[src/rtl/disp_mux.sv]
// Multiplexed hex 7-segment display driver with tear-free double buffering
// and optional leading-zero blanking.
module disp_mux #(
  parameter int unsigned DIGITS         = 4,
  parameter int unsigned DIV            = 1024,
  parameter bit          SEG_ACTIVE_LOW = 1'b0,
  parameter bit          DIG_ACTIVE_LOW = 1'b1
) (
  input  logic                  clk,
  input  logic                  rst_n,
  input  logic                  en,
  input  logic                  load,
  input  logic [4*DIGITS-1:0]   value,
  input  logic [DIGITS-1:0]     dp,
  input  logic                  blank_lz,
  output logic [6:0]            segments,
  output logic                  seg_dp,
  output logic [DIGITS-1:0]     digit_sel,
  output logic                  frame_done
);

  localparam int unsigned VW = 4 * DIGITS;
  localparam int unsigned CW = (DIV > 1) ? $clog2(DIV) : 1;
  localparam int unsigned IW = (DIGITS > 1) ? $clog2(DIGITS) : 1;

  logic [CW-1:0]     cnt_q, cnt_d;
  logic [IW-1:0]     idx_q, idx_d;
  logic [VW-1:0]     act_val_q, act_val_d, pnd_val_q, pnd_val_d;
  logic [DIGITS-1:0] act_dp_q, act_dp_d, pnd_dp_q, pnd_dp_d;
  logic              pnd_q, pnd_d;
  logic [6:0]        seg_q, seg_d;
  logic              segdp_q, segdp_d;
  logic [DIGITS-1:0] dsel_q, dsel_d;
  logic              fd_q, fd_d;

  logic              tick, last, boundary, blank, zsel, dpsel;
  logic [3:0]        nib;
  logic [DIGITS:0]   zabove;

  function automatic logic [6:0] dec7(input logic [3:0] n);
    case (n)
      4'h0:    dec7 = 7'b1111110;
      4'h1:    dec7 = 7'b0110000;
      4'h2:    dec7 = 7'b1101101;
      4'h3:    dec7 = 7'b1111001;
      4'h4:    dec7 = 7'b0110011;
      4'h5:    dec7 = 7'b1011011;
      4'h6:    dec7 = 7'b1011111;
      4'h7:    dec7 = 7'b1110000;
      4'h8:    dec7 = 7'b1111111;
      4'h9:    dec7 = 7'b1111011;
      4'hA:    dec7 = 7'b1110111;
      4'hB:    dec7 = 7'b0011111;
      4'hC:    dec7 = 7'b0001101;
      4'hD:    dec7 = 7'b0111101;
      4'hE:    dec7 = 7'b1001111;
      default: dec7 = 7'b1000111;
    endcase
  endfunction

  always_comb begin
    cnt_d     = cnt_q;
    idx_d     = idx_q;
    act_val_d = act_val_q;
    act_dp_d  = act_dp_q;
    pnd_val_d = pnd_val_q;
    pnd_dp_d  = pnd_dp_q;
    pnd_d     = pnd_q;
    seg_d     = '0;
    segdp_d   = 1'b0;
    dsel_d    = '0;
    nib       = '0;
    zsel      = 1'b0;
    dpsel     = 1'b0;
    zabove    = '0;

    tick     = en && (cnt_q == CW'(DIV - 1));
    last     = (idx_q == IW'(DIGITS - 1));
    boundary = tick && last;

    if (en) cnt_d = tick ? '0 : cnt_q + CW'(1);
    if (tick) idx_d = last ? '0 : idx_q + IW'(1);

    // Active data only changes while idle or on the frame boundary, so a frame never tears.
    if (!en) begin
      if (load) begin
        act_val_d = value;
        act_dp_d  = dp;
      end
    end else if (boundary) begin
      if (load) begin
        act_val_d = value;
        act_dp_d  = dp;
      end else if (pnd_q) begin
        act_val_d = pnd_val_q;
        act_dp_d  = pnd_dp_q;
      end
      pnd_d = 1'b0;
    end else if (load) begin
      pnd_val_d = value;
      pnd_dp_d  = dp;
      pnd_d     = 1'b1;
    end

    // zabove[i]: nibble i and every nibble above it are zero.
    zabove[DIGITS] = 1'b1;
    for (int i = int'(DIGITS) - 1; i >= 0; i--) begin
      zabove[i] = zabove[i+1] && (act_val_q[i*4 +: 4] == 4'h0);
    end

    for (int i = 0; i < int'(DIGITS); i++) begin
      if (idx_q == IW'(i)) begin
        nib   = act_val_q[i*4 +: 4];
        zsel  = zabove[i];
        dpsel = act_dp_q[i];
      end
    end
    blank = blank_lz && (idx_q != '0) && zsel;

    fd_d = boundary;
    if (en) begin
      for (int i = 0; i < int'(DIGITS); i++) dsel_d[i] = (idx_q == IW'(i));
      seg_d   = blank ? 7'b0000000 : dec7(nib);
      segdp_d = dpsel;
    end
  end

  always_ff @(posedge clk or negedge rst_n) begin
    if (!rst_n) begin
      cnt_q     <= '0;
      idx_q     <= '0;
      act_val_q <= '0;
      act_dp_q  <= '0;
      pnd_val_q <= '0;
      pnd_dp_q  <= '0;
      pnd_q     <= 1'b0;
      seg_q     <= '0;
      segdp_q   <= 1'b0;
      dsel_q    <= '0;
      fd_q      <= 1'b0;
    end else begin
      cnt_q     <= cnt_d;
      idx_q     <= idx_d;
      act_val_q <= act_val_d;
      act_dp_q  <= act_dp_d;
      pnd_val_q <= pnd_val_d;
      pnd_dp_q  <= pnd_dp_d;
      pnd_q     <= pnd_d;
      seg_q     <= seg_d;
      segdp_q   <= segdp_d;
      dsel_q    <= dsel_d;
      fd_q      <= fd_d;
    end
  end

  // Pin polarity is applied after the logical registers.
  assign segments   = seg_q ^ {7{SEG_ACTIVE_LOW}};
  assign seg_dp     = segdp_q ^ SEG_ACTIVE_LOW;
  assign digit_sel  = dsel_q ^ {DIGITS{DIG_ACTIVE_LOW}};
  assign frame_done = fd_q;

endmodule

[config.mk]
export PLATFORM = sky130hd
export DESIGN_NAME = disp_mux
export DESIGN_NICKNAME = d
export VERILOG_FILES = /design/src/rtl/disp_mux.sv
export SDC_FILE = /design/constraint.sdc
export NUM_CORES = 1
export LEC_CHECK = 0
export ABC_AREA = 0
export CAP_MARGIN = 15
export CORE_ASPECT_RATIO = 0.75
export CORE_MARGIN = 2
export CORE_UTILIZATION = 50
export CTS_CLUSTER_DIAMETER = 150
export DETAILED_ROUTE_END_ITERATION = 7
export PLACE_DENSITY = 0.72
export SYNTH_ARGS = -nofsm -noshare
export SYNTH_HDL_FRONTEND = slang
export SYNTH_SLANG_ARGS = --single-unit
export TNS_END_PERCENT = 50
[constraint.sdc]
create_clock -name clk -period 2.25 [get_ports clk]
set_input_delay 0.225 -clock clk [delete_from_list [all_inputs] [get_ports clk]]
set_output_delay 0.225 -clock clk [all_outputs]
set_load 0.03 [all_outputs]
After elaboration in Yosys (flattened, before gate mapping)
Memory sizes are Yosys's and may differ from the RTL's. Index checks and enable logic that the tools add are counted.

Logic and storage cells: 70. Flip-flop bits (word level): 66. Memory bits (read-only): 112. Bits of input ports: 25. Memories: 1. Output and inout port bits: 13.

Reduce and logical (&&, ||, !) cells: 18. Bitwise logic cells: 2. Equality and inequality tests: 6. Add/subtract/negate cells: 2. Muxes and demuxes: 30.

Memory list: (name not given) (depth 16, bits a word 7, read ports 1, clocked after memory_dff 0, write ports 0, line 41) `case (n)`.

Operator list (count): $mux 16 (5); $mux 4 (10); $logic_not 4->1 (4); $mux 7 (2); $mux 1 (11); $add 10x1->10 const B (1); $eq 10x10->1 const B (1); $mux 10 (1); $logic_and 1x1->1 (7); $reduce_and 3->1 (2); $reduce_bool 2->1 (3); $eq 2x2->1 const B (2); $not 4->4 (1); $ne 3x3->1 const B (1); $add 2x1->2 const B (1); $eq 2x1->1 const B (1); $logic_not 2->1 (1); $mux 2 (1); $ne 2x1->1 const B (1); $reduce_and 2->1 (1); $not 1->1 (1).

Depth between registers and ports, before layout
Depth in word-level cells: 11. Gate-level depth with buffers: 11. Gate-level depth less buffers: 10.

Worst setup path before layout
Ideal clock, no wire load.

Kind: reg-to-reg. Start point: reg idx_q[0]. End point: reg seg_q[2], in the netlist segments[2]. Required time: 2163 ps. Cell stages (with the launch flop): 9. Arrival: 2050 ps. Setup slack: 113 ps. Period minus slack after synthesis: 2137 ps. Path buffers: 0. Setup time: 87 ps. Path through: dfrtp_1 > inv_1 > ha_1 > or2_4 > o221ai_2 > inv_1 > ha_1 > mux2_4 > a211oi_2.

Cells in the longest elaborated chain, start to end: 8. Elaborated cells on any way between the ends: 18. Those cells by class: eq/ne (3); mux (10); reduce/logical (4); memory (1).

RTL lines: from (decl) (line 27) `logic [IW-1:0] idx_q, idx_d;`; from (signal assigned) (line 143) `idx_q <= idx_d;`; $logic_not 2->1 (line 112) `if (idx_q == IW'(i)) begin`; $mux 4 or $mux 1 (tied branches) (4 in series) (line 112); $mem_v2 16x7 or $logic_and 1x1->1 (tied branches); $mux 7 (*) (line 123) `seg_d = blank ? 7'b0000000 : dec7(nib);`; $mux 7 (*) (line 121) `if (en) begin`; net seg_d[2] (line 31) `logic [6:0] seg_q, seg_d;`; to (signal assigned) (line 149) `seg_q <= seg_d;`; to (decl) (line 31).

Mark *: on every way through the listed nets, which the timed path passes. The rest lies on a longest branch. A chain may end at the register's enable or synchronous reset.

Worst setup path in the final report
Start point: reg idx_q[0]. End point: reg seg_q[1], in the netlist segments[1].

The elaborated chain is that of the path after synthesis.

==> flow_results.org <==
** Status
- Result of the run :: complete, no violations

** Floorplan
- Area of the core :: 6260 µm²
- Die ar. :: 7100 µm²
- Number of placement rows :: 25
- The floorplan step set the die width to 96.6 µm.
- Height of the die :: 73.5 µm
- I/O pin cnt :: 38
- Once the floorplan was initialized, standard cells occupied 51.4% of the core.

** STA
- Final Skew :: 0.00873 ns
- Slew at the pin closest to its max-slew limit :: 0.683 ns
- Subtracting the final worst setup slack from the clock period gives 2.21 ns.
- Final count of hold timing violations :: 0
- Summed over all failing endpoints, the final setup total negative slack is 0 ns.
- Based on the critical path, the design can be clocked at up to 452 MHz.
- Final number of setup-violating endpoints :: 0
- The final critical path takes up 98.3% of the cycle.
- Final hold analysis gives a worst-case slack of 0.452 ns.
- The max-slew violation total from the final report is 0.
- The worst pin sits at a relative slew slack of 54.5%.

** GRT
- Global routing used 18.6% of the available tracks across all layers.
- Congestion Overflow GR :: 0
- The via count of the first global-routing pass came to 2,133.
- Wire length of the first global-routing pass :: 10.2 mm
- Antenna violations before repair :: 0
- Entering global routing, the biggest net connects 41 pins.

** Synthesis
- After synthesis, the netlist uses 45 different library cells.
- Primary FF master, synth :: dfrtp_1
- Synthesized net count :: 323
- During synthesis, Yosys emitted a total of 0 warnings.
- Instance count of the mapped netlist :: 287
- Largest family of logic cells by synthesized area :: multiplexers
- Post-synthesis instance area :: 3220 µm²
- Area fraction in compound gates after synthesis :: 9.72%
- Top cell types by occurrence after synthesis :: dfrtp_1 (66), nor2_1 (32), a21oi_1 (28), mux2i_1 (23), mux2_1 (20)
- By instance count, the leading cell after synthesis is dfrtp_1.
- Count of flip-flops with a built-in enable after synthesis :: 0
- A synthesized cell averages 11.2 µm².
- Area share of the largest cell type after synthesis :: 51.3%
- Mux share of post-synthesis cell area :: 15.0%
- The synthesized netlist devotes 1.91% of its cell area to XOR and XNOR gates.
- Post-synthesis share of cell area spent on full adders, half adders and majority gates :: 4.28%
- The biggest area contributor in the post-synthesis netlist is dfrtp_1.
- Sequential cells were found to cover 51.3% of the synthesized design area.
- Simple-gate portion of the synthesized area :: 13.5%
- Dominant cells by area after synthesis :: dfrtp_1 (51%), mux2i_1 (7.2%), mux2_1 (7.0%), a21oi_1 (4.4%), ha_1 (4.3%)
- After synthesis, the share of flip-flops with an asynchronous set or reset is 100%.
- Counting flops and latches in the post-synthesis netlist gives 66.

** Detailed routing
- In the routed layout, each cell is associated on average with a via count of 5.30.
- Detailed-route wire length per cell :: 14.6 µm
- Remaining routing DRC violations :: 0
- The first TritonRoute pass finished after 6 iterations.
- The detailed router placed 2,241 vias in this run.
- In this run, the number of DRC markers left after iteration 0 of detailed routing was 120.
- After detailed routing, the total wire length is 6.19 mm.
- Once detail routing completed, the nets flagged for antenna violations numbered 0.

** Clock tree
- The root buffer cell chosen for the clock tree is clkbuf_8.
- CTS built an H-tree with a depth of 3.
- Clock latency on the worst-skew pair, taken at its later pin, is 0.35 ns.
- Total clock buffers created by CTS :: 9
- CTS saw 66 sinks.
- Maximum root-to-sink buffer count :: 2
- Clock-pin slew was measured on the worst setup and hold paths at 0.07 ns.
- Clock tree from TritonCTS :: built

** Critical path
- Largest fanout of any net on the critical path :: 5
- Type of destination of the critical path :: flip-flop
- Startpoint-to-endpoint class of the critical path :: flip-flop to flip-flop
- Data arrival time at the worst-slack endpoint :: 2.42 ns
- CP Data Required Time :: 2.46 ns
- Critical Path Start Type :: flip-flop

** Pwr
- Maximum resistive drop on vdd :: 482 µV
- Summed over all nets, the switching power comes to 0.000930 W.
- Part of the total power dissipated in sequential elements :: 47.8%
- Clock network fraction of design power :: 31.6%
- Net switching is 29.1% of the power.
- LEAKAGE :: 1.79 nW
- Power density normalized to cell area :: 798 nW/µm²
- The internal portion of the total power is 0.00227 W.
- Combinational logic is responsible for 20.6% of the overall power.

** Final layout
- The area growth from synthesis to layout is 24.6%.
- Proportion of layout cells with a drive suffix above 1 :: 17.0%
- Number of antenna diodes :: 0
- The net count of the finished layout is 373.

** Flow run
- Max-cap violations :: 0

** Place
- Post-detail-place hpwl :: 4.29 mm
- GP Congestion :: 0.975
- Port Buffers :: 37

** Min path
- Worst min path class :: primary input to async pin
path summary, 6_finish.rpt:
kind                               endpoint  startpoint  cells past startpoint  slack [ns]
worst min-delay path               cnt_q[9]       rst_n                      2        0.45
max in group asynchronous          idx_q[0]       rst_n                      3        1.15
min in group clk                   cnt_q[8]    cnt_q[8]                      1        0.47
worst max register to register  segments[1]    idx_q[0]                     10        0.04
worst min register to register     cnt_q[8]    cnt_q[8]                      1        0.47
worst max-delay path            segments[1]    idx_q[0]                     10        0.04
kinds of logic (layout without fill, tap and decap cells):
group	after synthesis	after routing
AOI/OAI and AO/OA	48	48
xor gates and xnor gates	7	7
adders and majority gates	11	11
buffers and inverters	26	81
DFF	66	66
muxes	45	45
and+or+nand+nor	84	84
worst max-delay path: stages (launching register included):
cell and delay (ns):
dfrtp_2 0.43, buf_4 0.15, ha_4 0.17, nor2b_4 0.18, a22o_1 0.21, o221ai_2 0.13, buf_4 0.18, ha_1 0.19
or2_1 0.22, a21oi_1 0.14, a311oi_1 0.06
final cells by class:
cell class	count	area, µm²
fillers	502	2250
flip-flops and latches	66	1650
multi-input cells	195	1490
repair buffers	54	520
clock buffers	12	155
well taps	81	101
clock inverters	4	50.0
inverters	11	41.3
power groups by stage:
stage	clock network, W	logic (W)	registers, W
4_1_cts	0.00104	0.000652	0.00153
6_report	0.00101	0.000659	0.00153
3_5_place_dp	0	0.000646	0.00155
2_1_floorplan	0	0.000389	0.00155
5_1_grt	0.00109	0.000733	0.00155
3_3_place_gp	0	0.000625	0.00154
sequential cells by signal (all words and copies together), names as in the netlist:
register	cells
act_dp_q	4
cnt_q	10
idx_q	2
segments	7
pnd_val_q	16
pnd_dp_q	4
frame_done	1
seg_dp	1
pnd_q	1
dsel_q	4
act_val_q	16
timing repair:
| action | CTS | global route |
|---|---|---|
| resized for setup | 0 | 17 |
| setup buffers | 0 | 3 |
| hold endpoints to repair | 28 | 0 |
| setup endpoints to repair | 0 | 7 |
| hold buffers | 1 | 0 |
per-layer routing:
| metal | up-vias | global-route usage, % | routed length, µm |
|---|---|---|---|
| li1 | 1114 | - | - |
| met1 | 1065 | 24.9 | 3080 |
| met2 | 52 | 27.6 | 2690 |
| met3 | 10 | 7.71 | 333 |
| met4 | 0 | 6.73 | 84 |
| met5 | - | 0 | 0 |
through the flow:
stage          utilization [%]  area, µm²  power [W]  worst slack (ns)  cells
6_report                  64.1       4010    0.00320            0.0382    423
5_1_grt                   64.1       4010    0.00337           -0.0547    423
4_1_cts                   62.8       3930    0.00322           0.00987    420
3_5_place_dp              59.4       3710    0.00220            0.0369    403
3_3_place_gp              59.4       3710    0.00217             0.107    403
2_1_floorplan                -       3220    0.00194             0.113    287
layout by cell type, fill, tap and decap left out, types with 3 or more instances in the layout:
master / n
xnor2_1: 4
and2_1: 7
nor2b_1: 3
mux2i_1: 23
dfrtp_1: 65
nand2_1: 9
mux2_1: 20
nand2b_1: 5
a21oi_1: 26
nor2_1: 31
ha_2: 3
clkbuf_8: 11
inv_2: 5
xor2_1: 3
ha_1: 6
o21ai_0: 4
inv_1: 6
clkdlybuf4s50_1: 36
nand4_1: 5
nor3_1: 4
nand3_1: 4
and3_1: 3
buf_4: 14
a221oi_2: 3
(Power assumes the default switching activity.)
